`src/rtl/median_filter_pkg.sv`:
```
// median_filter_pkg
//   Shared constants and helpers for the pipelined rank-order filter.
//   - MODE_*       : encodings of the per-window rank select
//   - median_index : position of the median in an ascending window of n samples
package median_filter_pkg;

  localparam logic [1:0] MODE_MEDIAN = 2'b00;
  localparam logic [1:0] MODE_MIN    = 2'b01;
  localparam logic [1:0] MODE_MAX    = 2'b10;
  // 2'b11 is reserved and decodes as median.

  function automatic int median_index(input int n);
    return (n - 1) / 2;
  endfunction

endpackage

```
`src/rtl/median_sort_stage.sv`:
```
// median_sort_stage
//   One registered layer of an odd-even transposition sort network.
//   ODD=1 compares pairs (0,1),(2,3),...; ODD=0 compares (1,2),(3,4),...
//   Each compared pair leaves ascending; an unpaired end lane passes through.
// Ports:
//   clk, rst        : clock, synchronous active-high reset
//   vec/valid/mode  : incoming window, its valid flag and rank select
//   vec_r/valid_r/mode_r : the same after this layer, registered
module median_sort_stage
  import median_filter_pkg::*;
#(
  parameter int W   = 8,
  parameter int N   = 7,
  parameter bit ODD = 1'b1
) (
  input  logic           clk,
  input  logic           rst,
  input  logic [N*W-1:0] vec,
  input  logic           valid,
  input  logic [1:0]     mode,
  output logic [N*W-1:0] vec_r,
  output logic           valid_r,
  output logic [1:0]     mode_r
);

  localparam int FIRST = ODD ? 0 : 1;

  logic [N*W-1:0] swap_s;

  // Compare-and-swap every pair owned by this layer; equal values stay put.
  always_comb begin
    swap_s = vec;
    for (int i = FIRST; i + 1 < N; i += 2) begin
      if (vec[i*W +: W] > vec[(i+1)*W +: W]) begin
        swap_s[i*W +: W]     = vec[(i+1)*W +: W];
        swap_s[(i+1)*W +: W] = vec[i*W +: W];
      end else begin
        swap_s[i*W +: W]     = vec[i*W +: W];
        swap_s[(i+1)*W +: W] = vec[(i+1)*W +: W];
      end
    end
  end

  // Pipeline register for this layer; reset drops whatever window is held.
  always_ff @(posedge clk) begin
    if (rst) begin
      vec_r   <= {(N*W){1'b0}};
      valid_r <= 1'b0;
      mode_r  <= MODE_MEDIAN;
    end else begin
      vec_r   <= swap_s;
      valid_r <= valid;
      mode_r  <= mode;
    end
  end

endmodule

```
`src/rtl/median_filter_pipe.sv`:
```
// median_filter_pipe
//   Fully pipelined rank-order filter: one window of N unsigned W-bit samples
//   per clock, result (median/min/max) N+2 registers later. No back-pressure.
// Ports:
//   clk, rst  : clock, synchronous active-high reset
//   in_valid  : window on in_data is valid
//   in_data   : N*W bits, sample i at [i*W +: W]
//   in_mode   : 00 median, 01 min, 10 max, 11 reserved (median)
//   out_valid : out_data holds a result
//   out_data  : selected rank value, zero when out_valid is low
//   out_mode  : in_mode that travelled with this window
module median_filter_pipe
  import median_filter_pkg::*;
#(
  parameter int W = 8,
  parameter int N = 7
) (
  input  logic           clk,
  input  logic           rst,
  input  logic           in_valid,
  input  logic [N*W-1:0] in_data,
  input  logic [1:0]     in_mode,
  output logic           out_valid,
  output logic [W-1:0]   out_data,
  output logic [1:0]     out_mode
);

  localparam int MED = median_index(N);

  if ((N < 3) || ((N % 2) == 0)) begin : g_bad_window
    $error("median_filter_pipe: N must be odd and at least 3");
  end

  // Index 0 is the input register; index k is the output of sort layer k.
  logic [N*W-1:0] vec_s  [0:N];
  logic [N:0]     valid_s;
  logic [1:0]     mode_s [0:N];

  logic [N*W-1:0] in_vec_r;
  logic           in_valid_r;
  logic [1:0]     in_mode_r;
  logic [W-1:0]   sel_s;

  // Input register: capture the window every cycle, drop it under reset.
  always_ff @(posedge clk) begin
    if (rst) begin
      in_vec_r   <= {(N*W){1'b0}};
      in_valid_r <= 1'b0;
      in_mode_r  <= MODE_MEDIAN;
    end else begin
      in_vec_r   <= in_data;
      in_valid_r <= in_valid;
      in_mode_r  <= in_mode;
    end
  end

  assign vec_s[0]   = in_vec_r;
  assign valid_s[0] = in_valid_r;
  assign mode_s[0]  = in_mode_r;

  // N alternating layers fully sort an N-element vector.
  for (genvar k = 1; k <= N; k++) begin : g_stage
    median_sort_stage #(
      .W   (W),
      .N   (N),
      .ODD ((k % 2) == 1)
    ) u_stage (
      .clk     (clk),
      .rst     (rst),
      .vec     (vec_s[k-1]),
      .valid   (valid_s[k-1]),
      .mode    (mode_s[k-1]),
      .vec_r   (vec_s[k]),
      .valid_r (valid_s[k]),
      .mode_r  (mode_s[k])
    );
  end

  // Pick the requested rank from the sorted vector; reserved mode means median.
  always_comb begin
    sel_s = {W{1'b0}};
    case (mode_s[N])
      MODE_MIN: sel_s = vec_s[N][0 +: W];
      MODE_MAX: sel_s = vec_s[N][(N-1)*W +: W];
      default:  sel_s = vec_s[N][MED*W +: W];
    endcase
  end

  // Output register: data is forced to zero on idle cycles.
  always_ff @(posedge clk) begin
    if (rst) begin
      out_valid <= 1'b0;
      out_data  <= {W{1'b0}};
      out_mode  <= MODE_MEDIAN;
    end else begin
      out_valid <= valid_s[N];
      out_mode  <= mode_s[N];
      out_data  <= valid_s[N] ? sel_s : {W{1'b0}};
    end
  end

endmodule
```
`config.mk`:
```
export PLATFORM = sky130hd
export DESIGN_NAME = median_filter_pipe
export DESIGN_NICKNAME = d
export VERILOG_FILES = /design/src/rtl/median_filter_pkg.sv /design/src/rtl/median_sort_stage.sv /design/src/rtl/median_filter_pipe.sv
export SDC_FILE = /design/constraint.sdc
export NUM_CORES = 1
export LEC_CHECK = 0
export ABC_AREA = 1
export CAP_MARGIN = 5
export CORE_MARGIN = 10
export CORE_UTILIZATION = 62
export CTS_CLUSTER_DIAMETER = 80
export DETAILED_ROUTE_END_ITERATION = 7
export PLACE_DENSITY_LB_ADDON = 0.15
export SYNTH_ARGS = -nofsm -noshare
export SYNTH_HDL_FRONTEND = slang
export SYNTH_SLANG_ARGS = --single-unit
```
`constraint.sdc`:
```
create_clock -name clk -period 2.02 [get_ports clk]
set_input_delay 0.303 -clock clk [delete_from_list [all_inputs] [get_ports clk]]
set_output_delay 0.303 -clock clk [all_outputs]
set_load 0.005 [all_outputs]
```
== Yosys cells after proc, flatten, opt, wreduce, memory -nomap -nowiden ==
Cells that the tools add are included.
Word-level totals
  register bits: 483
  output and inout bits: 11
  word-level logic and storage cells: 74
Cells by class
  $lt $le $gt $ge: 21
  equality and inequality tests: 2
  muxes and demuxes: 22
  bitwise operators: 1
  reduce and logical (&&, ||, !) cells: 1
Operator list (count)
  two-way mux 16 bit: 21
  > comparator 8 bit: 21
  one-hot mux 8 bit (2 select lines): 1
  == test 2 x 1 -> 1 bit (second input constant): 1
  == test 2 bit (second input constant): 1
  OR reduction 2 bit: 1
  inverter 1 bit: 1

== Logic depth before layout (Yosys ltp) ==
Gate-level depths: netlist of the first run.
  depth in word-level cells: 2
  depth in mapped cells: 13

== Hierarchy ==
A second synthesis of the first run with hierarchy kept.
Second synthesis, totals
  cells, all modules: 3275
  area total of the unflattened synthesis: 27052.2 µm²
Modules (own cells, without submodules)
  median_sort_stage at g_stage[1].u_stage ...: instances 4, cells an instance 428, area an instance 3802.4 µm², seq. area each 1181.1 µm²
  median_sort_stage at g_stage[2].u_stage ...: instances 3, cells an instance 428, area an instance 3200.6 µm², seq. area each 1181.1 µm²
  median_filter_pipe: instances 1, cells an instance 279, area an instance 2240.9 µm², seq. area each 1401.3 µm²

== Worst setup path before layout of the first run ==
No wires, ideal clock.
  path type: register to register
  start: register g_stage[3].u_stage.vec_r[23]
  end: register g_stage[4].u_stage.vec_r[13]
  setup time: 0.115 ns
  data arrival time: 1.383 ns
  slack: 0.522 ns
  cell stages (with the launch flop): 9
  path through: dfxtp_1 inv_1 ha_1 a21o_1 nor2_2 nand2_4 buf_6 a21oi_1 nor2_1
Between the ends
  word-level cells in the longest chain between the ends: 2
RTL lines
  from (decl): line median_sort_stage.sv:21  | output logic [N*W-1:0] vec_r,
  from (signal assigned): line median_sort_stage.sv:47  | vec_r <= {(N*W){1'b0}};
  from (signal assigned): line median_sort_stage.sv:51  | vec_r <= swap_s;
  > comparator 8 bit: line median_sort_stage.sv:34  | if (vec[i*W +: W] > vec[(i+1)*W +: W]) begin
  two-way mux 16 bit: line median_sort_stage.sv:34
  to (signal assigned): line median_sort_stage.sv:47
  to (signal assigned): line median_sort_stage.sv:51
  to (decl): line median_sort_stage.sv:21
No other way between the ends.
A chain may end at the register's enable or synchronous reset.

== Worst setup path in the final report of the first run ==
  start: register g_stage[1].u_stage.vec_r[55]
  end: register g_stage[2].u_stage.vec_r[53]
Between the ends
  word-level cells in the longest chain between the ends: 2
RTL lines (line)
  from (decl): median_sort_stage.sv:21
  from (signal assigned): median_sort_stage.sv:47
  from (signal assigned): median_sort_stage.sv:51
  > comparator 8 bit: median_sort_stage.sv:34
  two-way mux 16 bit: median_sort_stage.sv:34
  to (signal assigned): median_sort_stage.sv:47
  to (signal assigned): median_sort_stage.sv:51
  to (decl): median_sort_stage.sv:21
No other way between the ends.

==> results_dict.tcl, run 1 <==
set metrics [dict create \
    initial_core_util_pct 62.7 \
    io_pins 72 \
    tns_ns 0 \
    stdcell_count 3406 \
    cts_tree "yes" \
    worstSetupPathType "reg2reg" \
    drt_first_iter_violations 1100 \
    fin_crit_sh_pct 91.0 \
    rr_startpoint "g_stage[1].u_stage.vec_r[55]" \
    synth_mux_area_share_pct 0 \
    synth-compound-area-share_pct 9.78 \
    grt_antenna_before_repair 0 \
    r2r_slack_ns 0.18 \
    dr.pass1.iters 5 \
    synthXorXnorAreaFrac_pct 0 \
    netlist-cell-type-count 24 \
    clkSinkCount 435 \
    syn_avg_cell_area_um2 7.87 \
    gr-usage-all-layers_pct 18.9 \
    vdd_ir_drop_max_v 0.000809 \
    nFillCells 3066 \
    cts_buffers 46 \
    nNetsFinal 3127 \
    tightestPinTransition_ns 0.719 \
    clkSlewWorstSetupHoldPaths_ns 0.06 \
    crit_top_cell "nand2_1" \
    numPortBuffers 71 \
    synth_top_family_by_area "simple AND/OR/NAND/NOR gates" \
    cts_root_buf "clkbuf_16" \
    die_area_um2 45000 \
    vias 17020 \
    hold_end "out_valid" \
    dp_cells 3323 \
    fin_ws_ns 0.182 \
    power_density_nw_per_um2 1640 \
    wl_per_cell_um 12.4 \
    dieWidth_um 212 \
    first_global_vias 16233 \
    hold_start "rst" \
    final_area_um2 24900 \
    layout_commonest_cell "inv_1" \
    clock_path_buffers 3 \
    yosysSeqAreaShare_pct 38.0 \
    synthSimpleGateAreaFrac_pct 29.3 \
    endpoint_kind "register" \
    crit_chain "inv_1 -> ha_1 -> nand2_1 -> nor2_4 -> nand2_1 -> nand2_4 -> a21oi_1 -> nor2_1" \
    dieHeight_um 212 \
    slowest_stage "dfxtp_1" \
    worstPathRequired_ns 2.50 \
    grt_pass1_wl_um 72800 \
    num_rows 70 \
    drtAntennaViolNets 0 \
    core-area_um2 36500 \
    outcome "finished, final reports clean" \
    clk-insertion-delay-late_ns 0.57 \
    htree_levels 2 \
    max_stage_delay_ns 0.35 \
    hold_violations 0 \
    clock-skew-final_ns 0.0160 \
    syn_inst 2910 \
    grt_max_degree 139 \
    overflow 0 \
    hpwl_um 30200 \
    diodes 0 \
    dp_slack_ns 0.0895 \
    fmax_mhz 544 \
    ys_seq_elements 435 \
    cp_data_arrival_time_ns 2.32 \
    syn_area_um2 22900 \
    cts_hold_buf 0 \
    wl_um 42300 \
    synthFlopType "dfxtp_1" \
    hp-class "in2reg" \
    syn_to_final_growth_pct 8.78 \
    ys_warn_count 0 \
    synth-edff-count 0 \
    timing.rr.end "g_stage[2].u_stage.vec_r[53]" \
    maxCapViolCount 0 \
    drive_above_1_share_pct 16.3 \
    cp_max_fo 32 \
    synthesis.nets 3133 \
    p_leak_nw 11.7 \
    drv_slew 0 \
    worst_slew_margin_rel_pct 52.1 \
    gp_congestion 0.849 \
    rr_worst_depth 8 \
    rsz0062_at_grt "no" \
    cp-start-kind "register" \
    synthAdderAreaFrac_pct 8.85 \
    route.detailed.drc 0 \
    min_period_ns 1.84 \
    hold_depth 2 \
    final_core_util_pct 68.2 \
    final_cell_mix "inv_1, nand2_1, nor2_1" \
    vias_per_cell 5.00 \
    postSynth.asyncResetShare_pct 0 \
    setup_violations 0 \
    placed_cell_area_um2 23300 \
]
==> synthesized netlist by cell type (2+ instances only) <==
| library cell | count | area (um^2) |
|---|---|---|
| inv_1 | 495 | 1860 |
| nand2_1 | 451 | 1690 |
| nor2_1 | 437 | 1640 |
| dfxtp_1 | 435 | 8710 |
| a21oi_1 | 257 | 1290 |
| nand3_2 | 170 | 1700 |
| ha_1 | 162 | 2030 |
| nand3_1 | 118 | 591 |
| a21oi_2 | 87 | 762 |
| buf_6 | 63 | 709 |
| buf_2 | 53 | 265 |
| buf_4 | 21 | 158 |
| inv_2 | 21 | 78.8 |
| a21o_1 | 20 | 150 |
| nor2_4 | 20 | 225 |
| nand4_4 | 19 | 404 |
| nor2_2 | 19 | 119 |
| nand2_2 | 18 | 113 |
| nand2_4 | 18 | 203 |
| buf_8 | 8 | 120 |
| o21ai_0 | 8 | 40.0 |
| clkbuf_1 | 7 | 26.3 |
| buf_1 | 2 | 7.51 |
==> cell type report <==
| type | count | area, um^2 | share of cell area [%] |
|---|---|---|---|
| multi-input cells | 1806 | 11000 | 44.1 |
| flip-flops and latches | 435 | 8710 | 35.0 |
| inverters | 516 | 1940 | 7.81 |
| clock buffers | 57 | 1260 | 5.07 |
| repair buffers | 99 | 1070 | 4.29 |
| well taps | 468 | 586 | 2.35 |
| clock inverters | 25 | 344 | 1.38 |
==> critical path, delay by kind of cell, from the launching register on <==
kind	cells	cell delay, ns
adder cells (fa/ha/maj)	1	0.30
flip-flops	1	0.35
AO/OA/AOI/OAI	1	0.13
AND/OR/NAND/NOR	5	0.87
buffers and inverters	1	0.09
==> power breakdown <==
part	internal, mW	switching, mW
Clock	5.46	3.34
Combinational	7.60	12.6
Sequential	10.5	1.20
Total	23.6	17.1
==> repair_timing <==
action / CTS / global route
gates resized for setup: 0 / 2
endpoints found under the hold margin: 0 / 0
endpoints found under the setup margin: 0 / 8
buffers inserted: 0 / 0
==> flip-flops by register name (all words and copies together), names as in the netlist, 2 cells and up <==
name	count
g_stage.u_stage.valid_r	7
g_stage.u_stage.vec_r	344
g_stage.u_stage.mode_r	14
in_vec_r	56
in_mode_r	2
out_mode	2
out_data	8
==> routing by layer <==
metal  up-vias  global-route usage, %  routed length [um]
met5         -                      0                   0
met1      7726                   23.4               19400
met4         0                   5.90                 865
met2       232                   33.0               20600
met3        63                   2.80                1400
li1       8999                      -                   -
==> worst max-delay path by stage <==
stage / startpoint / to / slack, ns
finish: g_stage[1].u_stage.vec_r[55] / g_stage[2].u_stage.vec_r[53] / 0.18
global route: in_vec_r[25] / g_stage[1].u_stage.vec_r[17] / 0.003
CTS: in_vec_r[31] / g_stage[1].u_stage.vec_r[29] / 0.09
detailed placement: in_vec_r[31] / g_stage[1].u_stage.vec_r[28] / 0.09
global placement: in_vec_r[31] / g_stage[1].u_stage.vec_r[29] / 0.15
floorplan: g_stage[3].u_stage.vec_r[23] / g_stage[4].u_stage.vec_r[13] / 0.52
==> through the flow <==
step / hold slack [ns] / power, mW
floorplan: 0.388 / 30.8
global placement: 0.389 / 31.3
detailed placement: 0.392 / 31.9
CTS: 0.0553 / 40.9
global route: 0.0831 / 44.4
finish: 0.101 / 40.7
==> kinds of logic (layout without fill, tap and decap cells) <==
| family | Yosys count | in the layout |
|---|---|---|
| AOI/OAI and AO/OA | 372 | 372 |
| adders and majority gates | 162 | 162 |
| buffers and inverters | 670 | 697 |
| DFF | 435 | 435 |
| and+or+nand+nor | 1271 | 1272 |
Note: power is estimated with default switching activity, not from simulation.
==> inputs of run 2 (changes only) <==
--- a/config.mk
+++ b/config.mk
@@ -8,9 +8,10 @@
 export ABC_AREA = 1
 export CAP_MARGIN = 5
 export CORE_MARGIN = 10
-export CORE_UTILIZATION = 62
+export CORE_UTILIZATION = 64
 export CTS_CLUSTER_DIAMETER = 80
 export DETAILED_ROUTE_END_ITERATION = 7
+export DONT_BUFFER_PORTS = 1
 export PLACE_DENSITY_LB_ADDON = 0.15
 export SYNTH_ARGS = -nofsm -noshare
 export SYNTH_HDL_FRONTEND = slang
==> results_dict.tcl, run 2 (same netlist as run 1, synthesis figures left out) <==
set metrics [dict create \
    overflow 0 \
    cts_setup_buffers 0 \
    clkSlewWorstSetupHoldPaths_ns 0.06 \
    reg_top3 "g_stage.u_stage.vec_r: 344 flops, in_vec_r: 56 flops, g_stage.u_stage.mode_r: 14 flops" \
    first_global_vias 17064 \
    multi_input_area_um2 11000 \
    cp_data_arrival_time_ns 2.33 \
    power_density_nw_per_um2 1620 \
    endpoint_kind "register" \
    vias 17288 \
    crit_end "g_stage[1].u_stage.vec_r[16]" \
    hpwl_um 30100 \
    num_rows 69 \
    gp_congestion 0.855 \
    layout.area.seq_um2 8710 \
    vdd_ir_drop_max_v 0.00105 \
    fin_crit_sh_pct 92.8 \
    syn_to_final_growth_pct 10.2 \
    drv_slew 0 \
    drt_first_iter_violations 935 \
    grt_antenna_before_repair 1 \
    hp-class "in2reg" \
    numPortBuffers 0 \
    cts_root_buf "clkbuf_16" \
    dieWidth_um 209 \
    initial_core_util_pct 64.7 \
    cp-startpoint "in_vec_r[25]" \
    final_core_util_pct 71.3 \
    worst_slew_margin_rel_pct 62.0 \
    cts_buffers 46 \
    outcome "finished, final reports clean" \
    nNetsFinal 3157 \
    p_leak_nw 11.9 \
    largest_reg_flops 344 \
    dr.pass1.iters 5 \
    rr_worst_depth 11 \
    grt_max_degree 98 \
    io_pins 72 \
    rsz0062_at_grt "no" \
    cp_max_fo 32 \
    cts_tree "yes" \
    hold_violations 0 \
    pwr-share-seq_pct 28.7 \
    cellInternalPower_mw 23.6 \
    clkSinkCount 435 \
    fmax_mhz 533 \
    tightestPinTransition_ns 0.571 \
    clk-insertion-delay-late_ns 0.57 \
    holdWs_ns 0.0817 \
    p_sw_share_pct 42.3 \
    core-area_um2 35400 \
    layout_commonest_cell "inv_1" \
    rr_startpoint "in_vec_r[25]" \
    clock_path_buffers 3 \
    min_period_ns 1.87 \
    p_sw_mw 17.3 \
    worstPathRequired_ns 2.48 \
    maxCapViolCount 0 \
    cp-start-kind "register" \
    wl_per_cell_um 13.2 \
    drive_above_1_share_pct 16.2 \
    tns_ns 0 \
    max_flop_register "g_stage.u_stage.vec_r" \
    die_area_um2 43700 \
    grt_pass1_wl_um 77700 \
    route.detailed.drc 0 \
    final_cell_mix "inv_1, nand2_1, nor2_1" \
    wl_um 45300 \
    nFillCells 2782 \
    vias_per_cell 5.04 \
    worstSetupPathType "reg2reg" \
    gr-usage-all-layers_pct 20.4 \
    r2r_slack_ns 0.15 \
    setup_violations 0 \
    drtAntennaViolNets 0 \
    power_frac_clock_pct 21.5 \
    timing.rr.end "g_stage[1].u_stage.vec_r[16]" \
    clock-skew-final_ns 0.0100 \
    htree_levels 2 \
    combPwrFrac_pct 49.8 \
    dieHeight_um 209 \
]
-- run 2: changes by cell type in the layout (fill, tap and decap cells not counted), moves of 2 or more --
cell	delta
buf_4	-2
clkdlybuf4s50_1	-70
clkbuf_8	+2
dlygate4sd3_1	+101
clkinv_4	+2
-- run 2: layout make-up --
| type | count | share of cell area, % |
|---|---|---|
| inverters | 516 | 7.70 |
| diodes | 1 | 0.00992 |
| flip-flops and latches | 435 | 34.5 |
| clock buffers | 58 | 5.10 |
| well taps | 461 | 2.29 |
| multi-input cells | 1807 | 43.7 |
| repair buffers | 128 | 5.44 |
| clock inverters | 24 | 1.24 |
-- run 2: critical path, stage by stage (launching register included) --
cell and delay (ns):
dfxtp_1 0.35, inv_1 0.06, ha_1 0.44, nand2_1 0.09, nand2_1 0.08, nand2_1 0.08
nand2_1 0.08, nand2_1 0.12, nand2_8 0.23, nand3_1 0.11, nand2_1 0.07, nor2_1 0.05
-- run 2: timing repair --
action	CTS	global route
resized for setup	0	4
hold endpoints to repair	139	0
setup endpoints to repair	0	29
hold buffers	102	0
-- run 2: worst min-delay path by stage --
stage | from | endpoint | depth (start not counted)
6_report | rst | g_stage[6].u_stage.vec_r[6] | 2
5_1_grt | rst | g_stage[6].u_stage.vec_r[3] | 2
4_1_cts | rst | g_stage[4].u_stage.vec_r[5] | 2
3_5_place_dp | g_stage[6].u_stage.vec_r[54] | g_stage[7].u_stage.vec_r[54] | 2
3_3_place_gp | in_vec_r[54] | g_stage[1].u_stage.vec_r[54] | 2
2_1_floorplan | in_mode_r[0] | g_stage[1].u_stage.mode_r[0] | 2
-- run 2: stage by stage --
step | setup slack, ns | cell area, um^2 | power, mW | cells
after global routing | 0.0240 | 25200 | 44.6 | 3430
after CTS | 0.0410 | 25200 | 41.0 | 3427
after floorplan | 0.522 | 22900 | 30.8 | 2910
after detailed placement | 0.0552 | 22500 | 31.8 | 3243
final | 0.146 | 25200 | 40.9 | 3430
after global placement | 0.165 | 22500 | 31.1 | 3243
-- run 2: layer usage --
metal / track usage, % / routed length [um] / vias to the layer above / part of all wire (%)
met4: 7.05 / 1240 / 0 / 2.7
met5: 0 / 0 / - / 0
met2: 36.3 / 22000 / 285 / 49
li1: - / - / 9046 / -
met3: 3.28 / 1650 / 93 / 3.6
met1: 24.5 / 20400 / 7864 / 45
-- run 2: power groups by stage --
| stage | registers (mW) | clock network, mW | logic, mW |
|---|---|---|---|
| floorplan | 11.4 | 0 | 19.3 |
| global placement | 11.9 | 0 | 19.2 |
| detailed placement | 11.9 | 0 | 19.9 |
| CTS | 11.7 | 8.96 | 20.3 |
| global route | 11.9 | 9.36 | 23.3 |
| finish | 11.7 | 8.80 | 20.4 |
